===== src/rtl/pwm_servo_pkg.sv =====
// -----------------------------------------------------------------------------
// pwm_servo_pkg
// Shared definitions for the servo PWM bank: bus address map, the wide counter
// type and the helper functions used by the top and by each channel.
//   ADDR_PERIOD     bus address of the pending period register
//   ADDR_DUTY_BASE  bus address of channel 0's pending duty register
//   cnt_t           widest counter/duty/period type supported (CNT_W <= 32)
//   clamp_period    maps an active period below 2 up to 2
//   ramp_step       moves a duty value toward a target by a bounded step
// -----------------------------------------------------------------------------
package pwm_servo_pkg;

  localparam int CNT_W_MAX = 32;

  localparam logic [3:0] ADDR_PERIOD    = 4'd0;
  localparam logic [3:0] ADDR_DUTY_BASE = 4'd1;

  typedef logic [CNT_W_MAX-1:0] cnt_t;

  // A period of 0 or 1 would leave no room for a high and a low phase, and a
  // period of 0 would make the last-count compare underflow.
  function automatic cnt_t clamp_period(input cnt_t p);
    return (p < cnt_t'(2)) ? cnt_t'(2) : p;
  endfunction

  // Lands exactly on the target when it is within one step; never overshoots.
  function automatic cnt_t ramp_step(input cnt_t cur, input cnt_t tgt,
                                     input cnt_t step);
    cnt_t r;
    if (tgt > cur) begin
      r = ((tgt - cur) > step) ? (cur + step) : tgt;
    end else begin
      r = ((cur - tgt) > step) ? (cur - step) : tgt;
    end
    return r;
  endfunction

endpackage


===== src/rtl/pwm_servo_chan.sv =====
// -----------------------------------------------------------------------------
// pwm_servo_chan
// One PWM channel of the servo bank: pending/active duty registers and the
// registered compare against the shared period counter.
// Optional feature macro: SERVO_RAMP_EN (slew-limited duty at period end).
// Ports:
//   clk        clock, rising edge
//   res_n      asynchronous active-low reset
//   i_enable   bank enable; low loads the active duty directly, output low
//   i_we       write strobe for this channel's pending duty
//   i_data     duty value written
//   i_load     period boundary: active duty takes the (ramped) pending value
//   i_cnt      shared period counter
//   o_pwm      registered PWM output
// -----------------------------------------------------------------------------
module pwm_servo_chan
  import pwm_servo_pkg::*;
#(
  parameter int CNT_W = 32
`ifdef SERVO_RAMP_EN
  ,
  parameter int RAMP_STEP = 1000
`endif
) (
  input  logic             clk,
  input  logic             res_n,
  input  logic             i_enable,
  input  logic             i_we,
  input  logic [CNT_W-1:0] i_data,
  input  logic             i_load,
  input  logic [CNT_W-1:0] i_cnt,
  output logic             o_pwm
);

  logic [CNT_W-1:0] r_duty_pend;
  logic [CNT_W-1:0] r_duty_act;
  logic [CNT_W-1:0] w_duty_next;
  logic             r_pwm;

`ifdef SERVO_RAMP_EN
  assign w_duty_next = CNT_W'(ramp_step(cnt_t'(r_duty_act), cnt_t'(r_duty_pend),
                                        cnt_t'(RAMP_STEP)));
`else
  assign w_duty_next = r_duty_pend;
`endif

  always_ff @(posedge clk or negedge res_n) begin
    if (!res_n) begin
      r_duty_pend <= '0;
    end else if (i_we) begin
      r_duty_pend <= i_data;
    end
  end

  // While idle the active duty tracks pending without ramping, so a restart
  // begins with the latest value.
  always_ff @(posedge clk or negedge res_n) begin
    if (!res_n) begin
      r_duty_act <= '0;
    end else if (!i_enable) begin
      r_duty_act <= r_duty_pend;
    end else if (i_load) begin
      r_duty_act <= w_duty_next;
    end
  end

  // Output stage: one clock behind the counter. duty >= period keeps the
  // output high for every count, duty = 0 keeps it low.
  always_ff @(posedge clk or negedge res_n) begin
    if (!res_n) begin
      r_pwm <= 1'b0;
    end else begin
      r_pwm <= i_enable && (i_cnt < r_duty_act);
    end
  end

  assign o_pwm = r_pwm;

endmodule


===== src/rtl/pwm_servo_bank.sv =====
// -----------------------------------------------------------------------------
// pwm_servo_bank
// NCH-channel servo PWM generator with one shared period counter. Period and
// duty writes go to pending registers and reach the active set only at a
// period boundary (or continuously while disabled), so pulses never glitch.
// Optional feature macro: SERVO_RAMP_EN (duty slews by RAMP_STEP per period).
// Ports:
//   clk      clock, rising edge
//   res_n    asynchronous active-low reset
//   enable   run the counter; low holds counter at 0 and outputs low
//   wr_en    write strobe, one cycle per write
//   wr_addr  0 = period, 1..NCH = duty of channel wr_addr-1, others ignored
//   wr_data  value written
//   per_end  high during the last count of every period
//   pwm      PWM outputs, bit i = channel i
// -----------------------------------------------------------------------------
module pwm_servo_bank
  import pwm_servo_pkg::*;
#(
  parameter int NCH        = 5,
  parameter int CNT_W      = 32,
  parameter int DEF_PERIOD = 2000000,
  parameter int RAMP_STEP  = 1000
) (
  input  logic             clk,
  input  logic             res_n,
  input  logic             enable,
  input  logic             wr_en,
  input  logic [3:0]       wr_addr,
  input  logic [CNT_W-1:0] wr_data,
  output logic             per_end,
  output logic [NCH-1:0]   pwm
);

  if (NCH < 1 || NCH > 15 || CNT_W < 2 || CNT_W > CNT_W_MAX || RAMP_STEP < 0)
  begin : g_bad_cfg
    $error("pwm_servo_bank: unsupported parameter set");
  end

  logic [CNT_W-1:0] r_per_pend;
  logic [CNT_W-1:0] r_per_act;
  logic [CNT_W-1:0] r_cnt;
  logic [CNT_W-1:0] w_per_last;
  logic             w_wrap;
  logic [NCH-1:0]   w_duty_we;

  assign w_per_last = CNT_W'(clamp_period(cnt_t'(r_per_act))) - CNT_W'(1);
  assign w_wrap     = enable && (r_cnt == w_per_last);
  assign per_end    = w_wrap;

  always_ff @(posedge clk or negedge res_n) begin
    if (!res_n) begin
      r_per_pend <= CNT_W'(DEF_PERIOD);
    end else if (wr_en && (wr_addr == ADDR_PERIOD)) begin
      r_per_pend <= wr_data;
    end
  end

  // A write landing on the wrap edge updates pending in the same edge that
  // copies the old pending value into active, so it takes effect one period
  // later.
  always_ff @(posedge clk or negedge res_n) begin
    if (!res_n) begin
      r_cnt     <= '0;
      r_per_act <= CNT_W'(DEF_PERIOD);
    end else if (!enable) begin
      r_cnt     <= '0;
      r_per_act <= r_per_pend;
    end else if (w_wrap) begin
      r_cnt     <= '0;
      r_per_act <= r_per_pend;
    end else begin
      r_cnt     <= r_cnt + CNT_W'(1);
    end
  end

  for (genvar i = 0; i < NCH; i++) begin : g_chan
    assign w_duty_we[i] = wr_en && (wr_addr == (ADDR_DUTY_BASE + 4'(i)));

    pwm_servo_chan #(
      .CNT_W(CNT_W)
`ifdef SERVO_RAMP_EN
      ,
      .RAMP_STEP(RAMP_STEP)
`endif
    ) u_chan (
      .clk     (clk),
      .res_n   (res_n),
      .i_enable(enable),
      .i_we    (w_duty_we[i]),
      .i_data  (wr_data),
      .i_load  (w_wrap),
      .i_cnt   (r_cnt),
      .o_pwm   (pwm[i])
    );
  end

endmodule


===== config.mk =====
export PLATFORM = sky130hd
export DESIGN_NAME = pwm_servo_bank
export DESIGN_NICKNAME = d
export VERILOG_FILES = /design/src/rtl/pwm_servo_pkg.sv /design/src/rtl/pwm_servo_chan.sv /design/src/rtl/pwm_servo_bank.sv
export SDC_FILE = /design/constraint.sdc
export NUM_CORES = 1
export LEC_CHECK = 0
export CORE_MARGIN = 3
export CORE_UTILIZATION = 57
export DETAILED_ROUTE_END_ITERATION = 8
export PLACE_DENSITY = 0.85
export RECOVER_POWER = 100
export SYNTH_ARGS = -nofsm -noshare
export SYNTH_HDL_FRONTEND = slang
export SYNTH_SLANG_ARGS = --single-unit
export TNS_END_PERCENT = 20

===== constraint.sdc =====
create_clock -name clk -period 6 [get_ports clk]
set_input_delay 1.5 -clock clk [delete_from_list [all_inputs] [get_ports clk]]
set_output_delay 1.5 -clock clk [all_outputs]
set_load 0.01 [all_outputs]

; Yosys cells after proc, flatten, opt, wreduce, memory -nomap -nowiden
; Index checks and enable logic that the tools add are counted.
[word_totals]
regBits = 421
out_inout_bits = 6
wordCells = 61
[op_classes]
add_sub_neg = 2
n_lt_le_gt_ge = 6
eq_ne = 7
n_mux = 15
n_reduce_logical = 13
[ops]
columns = op, count
row1 = 2-to-1 mux 32 bit, 15
row2 = < comparator 32 bit, 5
row3 = adder 32 x 1 -> 32 bit (second input constant), 1
row4 = equality test 32 bit, 1
row5 = < comparator 32 x 2 -> 1 bit (second input constant), 1
row6 = subtractor 32 x 1 -> 32 bit (second input constant), 1
row7 = logical AND 1 bit, 12
row8 = equality test 4 x 2 -> 1 bit (second input constant), 2
row9 = equality test 4 x 3 -> 1 bit (second input constant), 2
row10 = equality test 4 x 1 -> 1 bit (second input constant), 1
row11 = logical NOT 4 bit, 1
row12 = inequality test 2 x 1 -> 1 bit (second input constant), 1

; Logic depth before layout (Yosys ltp)
; Gate-level depths: netlist of the first run.
[logic_depth]
ltp_word = 7
ltp_mapped = 16

; Cells and area by module
; Synthesis of the first run repeated with hierarchy kept, for this count alone.
[unflattened]
cells_unflattened = 1903
area_unflattened_um2 = 20748.6
[by_module_without_submodules]
columns = module, n_inst, cells_each, area_per_inst_um2, seq_area_each_um2
row1 = pwm_servo_chan, 5, 282, 3106.7, 1626.6
row2 = pwm_servo_bank, 1, 493, 5215.0, 2419.8

; Least setup slack after synthesis of the first run
; Ideal clock, no wire load.
[synth_timing]
path_type = register to output
from = register r_per_act[24]
to = output port per_end
arrival_ns = 4.416
required_ns = 4.500
path_slack_ns = 0.084
path_stages_with_launch = 15
path_buffers = 1
cell_sequence = dfrtp_1 or4_1 clkbuf_1 or4_4 or3_1 nand2_1 ha_1 nor4b_1 nand4_1 or4bb_1 mux2i_1 nor4_1 nand3_1 nor4b_1 and3_1
[synth_via]
elab_chain_len = 5
[synth_rtl]
columns = item, line_no
row1 = start: declaration, pwm_servo_bank.sv:41  ; logic [CNT_W-1:0] r_per_act;
row2 = start signal: assignment, pwm_servo_bank.sv:65  ; r_per_act <= CNT_W'(DEF_PERIOD);
row3 = start signal: assignment, pwm_servo_bank.sv:68  ; r_per_act <= r_per_pend;
row4 = start signal: assignment, pwm_servo_bank.sv:71  ; r_per_act <= r_per_pend;
row5 = < comparator 32 x 2 -> 1 bit, pwm_servo_pkg.sv:23  ; return (p < cnt_t'(2)) ? cnt_t'(2) : p;
row6 = 2-to-1 mux 32 bit (*), pwm_servo_pkg.sv:23
row7 = subtractor 32 x 1 -> 32 bit (*), pwm_servo_bank.sv:47  ; assign w_per_last = CNT_W'(clamp_period(cnt_t'(r_per_act))) - CNT_W'(1);
row8 = equality test 32 bit (*), pwm_servo_bank.sv:48  ; assign w_wrap = enable && (r_cnt == w_per_last);
row9 = logical AND 1 bit (*), pwm_servo_bank.sv:48
row10 = end: declaration, pwm_servo_bank.sv:31  ; output logic per_end,
; Every way passes the cells marked *; elsewhere a longest branch is shown, timed or not.

; Worst setup path after layout of the first run
; Same ends and word-level chain as after synthesis.

==> results.md, run 1 <==
* Status: finished with violations
* Failing checks: capacitance limit, slew limit, setup timing
* Largest stage delay, worst path at 0.57 ns
* Max-Cap Viols at 9
* VDD IR max at 0.000250 V
* Htree depth at 2
* Post-detail-place hpwl at 31.7 mm
* Top cells by count, synth: dfrtp_1, mux2_2, inv_1
* Post-synth net total at 1885
* Core Box Area at 36000 um^2
* Die ar. at 39300 um^2
* Synth Cell Area at 21100 um^2
* CP bufs+invs at 2
* Post-route ant nets at 0
* PD cells at 358 nW/um^2
* Num CTS Buffers at 44
* Critical path's top delay family: simple AND/OR/NAND/NOR gates
* CP Capture Type: output port
* Clk Latency, worst-skew pair at 0.57 ns
* Synth Area in Compound Gates at 5.34%
* CP Cell Sequence: or4_4 > or4_4 > or3_4 > nand2_4 > ha_4 > nor4b_4 > buf_4 > nand4_1 > or4bb_1 > mux2i_2 > nor4_2 > nand3_1 > nor4b_2 > and3_4 > buf_6
* Final Max Slew Viols at 544
* Most frequent cell after synthesis: dfrtp_1
* Critical Path RT at 4.50 ns
* GP Congestion at 0.946
* CTS tree: built
* Flops & latches, synth at 421
* Global-route wire length before repair at 75.5 mm
* Antenna diodes at 0
* Routed WL at 46.6 mm
* Die Y at 198 um
* Xor/xnor share of the synthesized area at 2.93%
* Top cells by area, synth: dfrtp_1, mux2_2, ha_1
* Reg clk slew, reported paths at 0.06 ns
* Initial antenna violation count at 2
* Min Tclk post-route at 6.38 ns
* Number of remaining DRC errors at 0
* Number of flops mapped to enable cells by yosys at 0
* Finished Cell Area at 23700 um^2
* Synth top area share at 48.3%
* Setup ws final at -0.382 ns
* Number of port buffers at 45
* Worst path slowest cell: or4_4
* Post-synth top flop: dfrtp_1
* GRT Overall Usage at 24.4%
* Syn_area_per_cell at 12.5 um^2
* Period Utilization, post-route at 106%
* Unrepaired setup endpoints after global routing: true
* Synth area leader: dfrtp_1
* Initial Utilization at 58.6%
* Leak at 11.5 nW
* Crit path max fanout at 2
* Io pins at 46
* Clk sinks at 421
* Largest family of logic cells by synthesized area: multiplexers
* Final Core Density at 66.0%
* Post-Synth Simple-Gate Area at 7.06%
* Overflow left after global routing at 0
* Root buf cell: clkbuf_16
* Worst slew pin tran at 2.84 ns
* Via count at 13400
* Hold Crit Class: reg2reg
* Synth warn at 0
* CP most frequent cell: or4_4
* TritonRoute pass-1 iters at 7
* Finish-stage setup viols at 64
* CTS max path bufs at 3
* Mux share of post-synthesis cell area at 20.8%
* Skew final at 0.0139 ns
* Vias in the first global route at 14300
* Crit path DAT at 4.88 ns
* Post-synth ARST share at 100%
* Share of cells above drive strength 1 at 22.3%
* Area growth syn-to-layout at 12.6%
* Slew HR at -89.0%
* WL/cell at 20.4 um
* Final net count at 1983
* Endpoints failing hold at 0
* Netlist cell types at 66
* PnR Total Power at 8.50 mW
* # rows at 69
* Largest net degree at the start of global routing at 126
* Avg Vias per Cell at 5.89
* CP startpoint kind: register
* Die width at 198 um
* Area of placed instances at 22300 um^2
* Setup Crit Path Kind: reg2out
* Area share of fa/ha/maj cells after synthesis at 9.32%
* Syn Inst Count at 1688
* Register area share after synthesis at 50.1%
* Initial DRC count at 716
* Max Clk Rate at 157 MHz
-- worst paths after layout --
check	from	end	slack, ns	depth (start not counted)
max in group asynchronous	res_n	g_chan[3].u_chan.r_duty_act[17]	1.16	2
max	r_per_act[24]	per_end	-0.38	15
min reg2reg	g_chan[1].u_chan.r_duty_act[10]	g_chan[1].u_chan.r_duty_act[10]	0.48	1
min in group asynchronous	res_n	g_chan[3].u_chan.r_duty_act[2]	1.85	1
min	g_chan[1].u_chan.r_duty_act[10]	g_chan[1].u_chan.r_duty_act[10]	0.48	1
max reg2reg	r_per_act[24]	r_per_act[27]	-0.06	17
-- cells in the final DEF, fill, tap and decap left out, drive strengths merged, types with 3 or more instances in the layout --
cell and instances:
dfstp 14, o31ai 3, a221o 3, bufinv 4
inv 165, o21ai 26, nand2 32, xor2 36
and4 5, or3 14, nor2 57, dlygate4sd3 7
mux2 385, nor3 17, nor2b 15, a2111oi 3
nand3b 4, o2111ai 6, mux2i 5, a211oi 5
xnor2 32, buf 50, a21o 53, dfrtp 407
clkbuf 81, a21oi 42, clkdlybuf4s50 36, and3 14
nand4 23, nor3b 3, ha 157, nand2b 20
nand4b 3, o211ai 3, o21a 5, clkinv 7
nor4b 5, or4 11, nor4 13, nand3 24
-- where the power goes --
group          switching [mW]  internal (mW)
Sequential              0.362           3.52
Combinational           0.880          0.943
Clock                    1.11           1.68
-- flip-flops by register name (all words and copies together) (netlist names) --
name,flops
g_chan.u_chan.o_pwm,5
g_chan.u_chan.r_duty_act,160
g_chan.u_chan.r_duty_pend,160
r_cnt,32
r_per_act,32
r_per_pend,32
-- repair_timing --
item / in CTS / in global routing
hold buffers: 0 / 0
setup endpoints to repair: 1 / 1
setup buffers: 4 / 1
gates resized for setup: 12 / 6
pin swaps: 9 / 9
-- stage by stage --
step,instances,TNS [ns],hold WS (ns),worst slack [ns]
final,2283,-1.69,0.483,-0.382
after global routing,2283,-28.45,0.496,-0.539
after CTS,2282,-0.420,0.487,-0.420
after detailed placement,2196,-0.420,0.472,-0.420
after global placement,2196,-0.293,0.466,-0.293
after floorplan,1688,0,0.458,0.0843
-- area by class of cell --
cell class                 instances  area [um^2]
clock buffer                      68         1310
fill                            2496        12300
inverter                         163          612
sequential                       421        10600
clock inverter                    14          180
tap                              461          577
multi-input combinational       1050         9640
timing repair buffer             106          875
-- worst register-to-register path, delay by kind of cell, from the launching register on --
kind / cells / cell delay [ns]
AOI/OAI and AO/OA: 2 / 0.65
DFF: 1 / 0.38
and+or+nand+nor: 8 / 2.56
adders and majority gates: 1 / 0.12
muxes: 2 / 0.72
buffers and inverters: 4 / 1.50
-- logic make-up (layout without fill, tap and decap cells) --
family	after synthesis	after routing
adders and majority gates	157	157
buffers and inverters	217	351
AOI/OAI and AO/OA	165	165
xor gates and xnor gates	69	69
muxes	390	390
DFF	421	421
and+or+nand+nor	269	269
-- routing by layer --
| metal | track usage [%] | part of all wire (%) | up-vias |
|---|---|---|---|
| met3 | 4.44 | 4.9 | 114 |
| li1 | - | - | 6163 |
| met2 | 40.5 | 49 | 313 |
| met1 | 31.5 | 42 | 6849 |
| met4 | 10.4 | 3.9 | 4 |
| met5 | 0 | 0.067 | - |
(Power assumes the default switching activity.)
==> run 2: changes to the inputs <==
--- a/config.mk
+++ b/config.mk
@@ -5,11 +5,12 @@
 export SDC_FILE = /design/constraint.sdc
 export NUM_CORES = 1
 export LEC_CHECK = 0
+export CAP_MARGIN = 10
 export CORE_MARGIN = 3
 export CORE_UTILIZATION = 57
 export DETAILED_ROUTE_END_ITERATION = 8
 export PLACE_DENSITY = 0.85
-export RECOVER_POWER = 100
+export RECOVER_POWER = 50
 export SYNTH_ARGS = -nofsm -noshare
 export SYNTH_HDL_FRONTEND = slang
 export SYNTH_SLANG_ARGS = --single-unit
==> results.md, run 2 (same netlist as run 1, synthesis figures left out) <==
* Status: finished with violations
* Failing checks: capacitance limit, slew limit, setup timing
* Max Clk Rate at 157 MHz (+0.23%)
* Comb power frac at 21.5% (about the same)
* Clk sinks at 421 (unchanged)
* R2R Setup Slk at 0.59 ns (+0.65 ns)
* Initial DRC count at 732 (+2.2%)
* Die width at 198 um (unchanged)
* Number of port buffers at 45 (unchanged)
* CTS tree: built
* Io pins at 46 (unchanged)
* Vias in the first global route at 14300 (unchanged)
* VDD IR max at 0.000250 V (about the same)
* Die Y at 198 um (unchanged)
* Switching share of power at 27.7% (+0.047 points)
* TritonRoute pass-1 iters at 5 (-2)
* Num CTS Buffers at 44 (unchanged)
* Switch Pwr at 2.36 mW (+0.29%)
* Layout fillers at 2479 (-0.68%)
* Top Registers: g_chan.u_chan.r_duty_act: 160 flops, g_chan.u_chan.r_duty_pend: 160 flops
* Slew HR at -88.7% (+0.30 points)
* Root buf cell: clkbuf_16
* Share of power burned in registers at 45.7% (about the same)
* Via count at 13400 (-0.097%)
* Skew final at 0.0130 ns (-0.000976 ns)
* # rows at 69 (unchanged)
* Setup ws final at -0.368 ns (+0.0147 ns)
* GRT Overall Usage at 24.4% (unchanged)
* Core Box Area at 36000 um^2 (unchanged)
* WL/cell at 20.4 um (about the same)
* Htree depth at 2 (unchanged)
* Largest net degree at the start of global routing at 126 (unchanged)
* PD cells at 357 nW/um^2 (-0.25%)
* Clock Power Share at 32.8% (about the same)
* Initial Utilization at 58.6% (unchanged)
* CP Capture Type: output port
* Final net count at 1983 (unchanged)
* CP startpoint kind: register
* Area of placed instances at 22300 um^2 (unchanged)
* CTS Hold Bufs at 0 (unchanged)
* Share of cells above drive strength 1 at 22.9% (+0.66 points)
* Global-route wire length before repair at 75.5 mm (unchanged)
* Area growth syn-to-layout at 13.1%
* Finished Cell Area at 23800 um^2 (+0.37%)
* Critical Path RT at 4.50 ns (about the same)
* Worst slew pin tran at 2.83 ns (-0.00449 ns)
* Initial antenna violation count at 2 (unchanged)
* Post-route ant nets at 0 (unchanged)
* Leak at 11.6 nW (+0.29%)
* Register area at 10600 um^2 (unchanged)
* GP Congestion at 0.946 (unchanged)
* Post-detail-place hpwl at 31.7 mm (unchanged)
* Unrepaired setup endpoints after global routing: true
* CTS max path bufs at 3 (unchanged)
* Setup Crit Path Kind: reg2out
* Crit path max fanout at 2 (unchanged)
* Hold_ws at 0.483 ns (-0.0000250 ns)
* Multi-input gate area at 9670 um^2 (+0.34%)
* Cell Int Power at 6.15 mW (about the same)
* Overflow left after global routing at 0 (unchanged)
* Max-Cap Viols at 5 (-4)
* Die ar. at 39300 um^2 (unchanged)
* Final Max Slew Viols at 430 (-21%)
* Routed WL at 46.6 mm (about the same)
* Hold Crit Class: reg2reg
* Reg clk slew, reported paths at 0.06 ns (about the same)
* Antenna diodes at 0 (unchanged)
* Commonest non-fill, non-tap cells in the layout: dfrtp_1, mux2_2, inv_1
* Min Tclk post-route at 6.37 ns (-0.0147 ns)
* Crit path DAT at 4.87 ns (about the same)
* Number of remaining DRC errors at 0 (unchanged)
* Avg Vias per Cell at 5.88 (about the same)
* Period Utilization, post-route at 106% (-0.24 points)
* Clk Latency, worst-skew pair at 0.57 ns (about the same)
* Endpoints failing hold at 0 (unchanged)
* Commonest non-fill, non-tap cell in the layout: dfrtp_1
* Finish-stage setup viols at 1 (-98%)
-- run 2: cell types whose count changed in the layout (fill, tap and decap cells not counted), sizes merged --
cell,before,now
clkbuf,81,74
dlygate4sd3,7,0
clkdlybuf4s50,36,43
buf,50,57
-- run 2: path summary, 6_finish.rpt --
check / depth (start not counted) / endpoint / startpoint
max reg2reg: 17 / g_chan[4].u_chan.r_duty_act[24] / r_per_act[24]
max in group asynchronous: 2 / g_chan[3].u_chan.r_duty_act[17] / res_n
min reg2reg: 1 / g_chan[0].u_chan.r_duty_act[24] / g_chan[0].u_chan.r_duty_pend[24]
min in group asynchronous: 1 / g_chan[3].u_chan.r_duty_act[2] / res_n
max: 15 / per_end / r_per_act[24]
min: 1 / g_chan[0].u_chan.r_duty_act[24] / g_chan[0].u_chan.r_duty_pend[24]
-- run 2: what timing repair did --
item | in CTS | in global routing
setup buffers | 4 | 1
resized for setup | 12 | 6
cloned | 0 | 0
pin swaps | 9 | 9
endpoints found under the setup margin | 1 | 1
-- run 2: layer usage --
metal | up-vias | global-route usage [%] | wire length (um)
li1 | 6167 | - | -
met1 | 6853 | 31.5 | 20000
met2 | 289 | 40.5 | 22500
met3 | 117 | 4.44 | 2230
met4 | 4 | 10.4 | 1850
met5 | - | 0 | 31
-- run 2: area by class of cell --
type                            instances  area share, %
Tap cell                              461           2.42
Inverter                              163           2.57
Sequential cell                       421           44.3
Multi-Input combinational cell       1050           40.6
Clock buffer                           68           5.51
Timing Repair Buffer                  106           3.91
Clock inverter                         14          0.756
-- run 2: worst max-delay path, cell delays in order, from the launching register on --
cell     delay, ns
dfrtp_1       0.38
or4_4         0.55
or4_4         0.57
or3_4         0.36
nand2_4       0.07
ha_4          0.12
nor4b_4       0.17
buf_4         0.14
nand4_1       0.15
or4bb_1       0.55
mux2i_2       0.19
nor4_2        0.28
nand3_1       0.14
nor4b_2       0.25
and3_4        0.25
buf_6         0.10
-- run 2: power groups by stage --
stage | Combinational [mW] | Sequential (mW) | Clock, mW
3_5_place_dp | 1.78 | 3.92 | 0
3_3_place_gp | 1.69 | 3.86 | 0
6_report | 1.83 | 3.89 | 2.79
2_1_floorplan | 1.22 | 3.82 | 0
4_1_cts | 1.83 | 3.88 | 2.85
5_1_grt | 2.03 | 3.97 | 2.95
-- run 2: through the flow --
step	util [%]	instances	total power [mW]	setup TNS (ns)	setup WS, ns
3_3_place_gp	61.9	2196	5.55	-0.293	-0.293
4_1_cts	66.2	2282	8.55	-0.420	-0.420
3_5_place_dp	61.9	2196	5.69	-0.420	-0.420
6_report	66.2	2283	8.51	-0.368	-0.368
2_1_floorplan	-	1688	5.04	0	0.0843
5_1_grt	66.2	2283	8.95	-0.539	-0.539
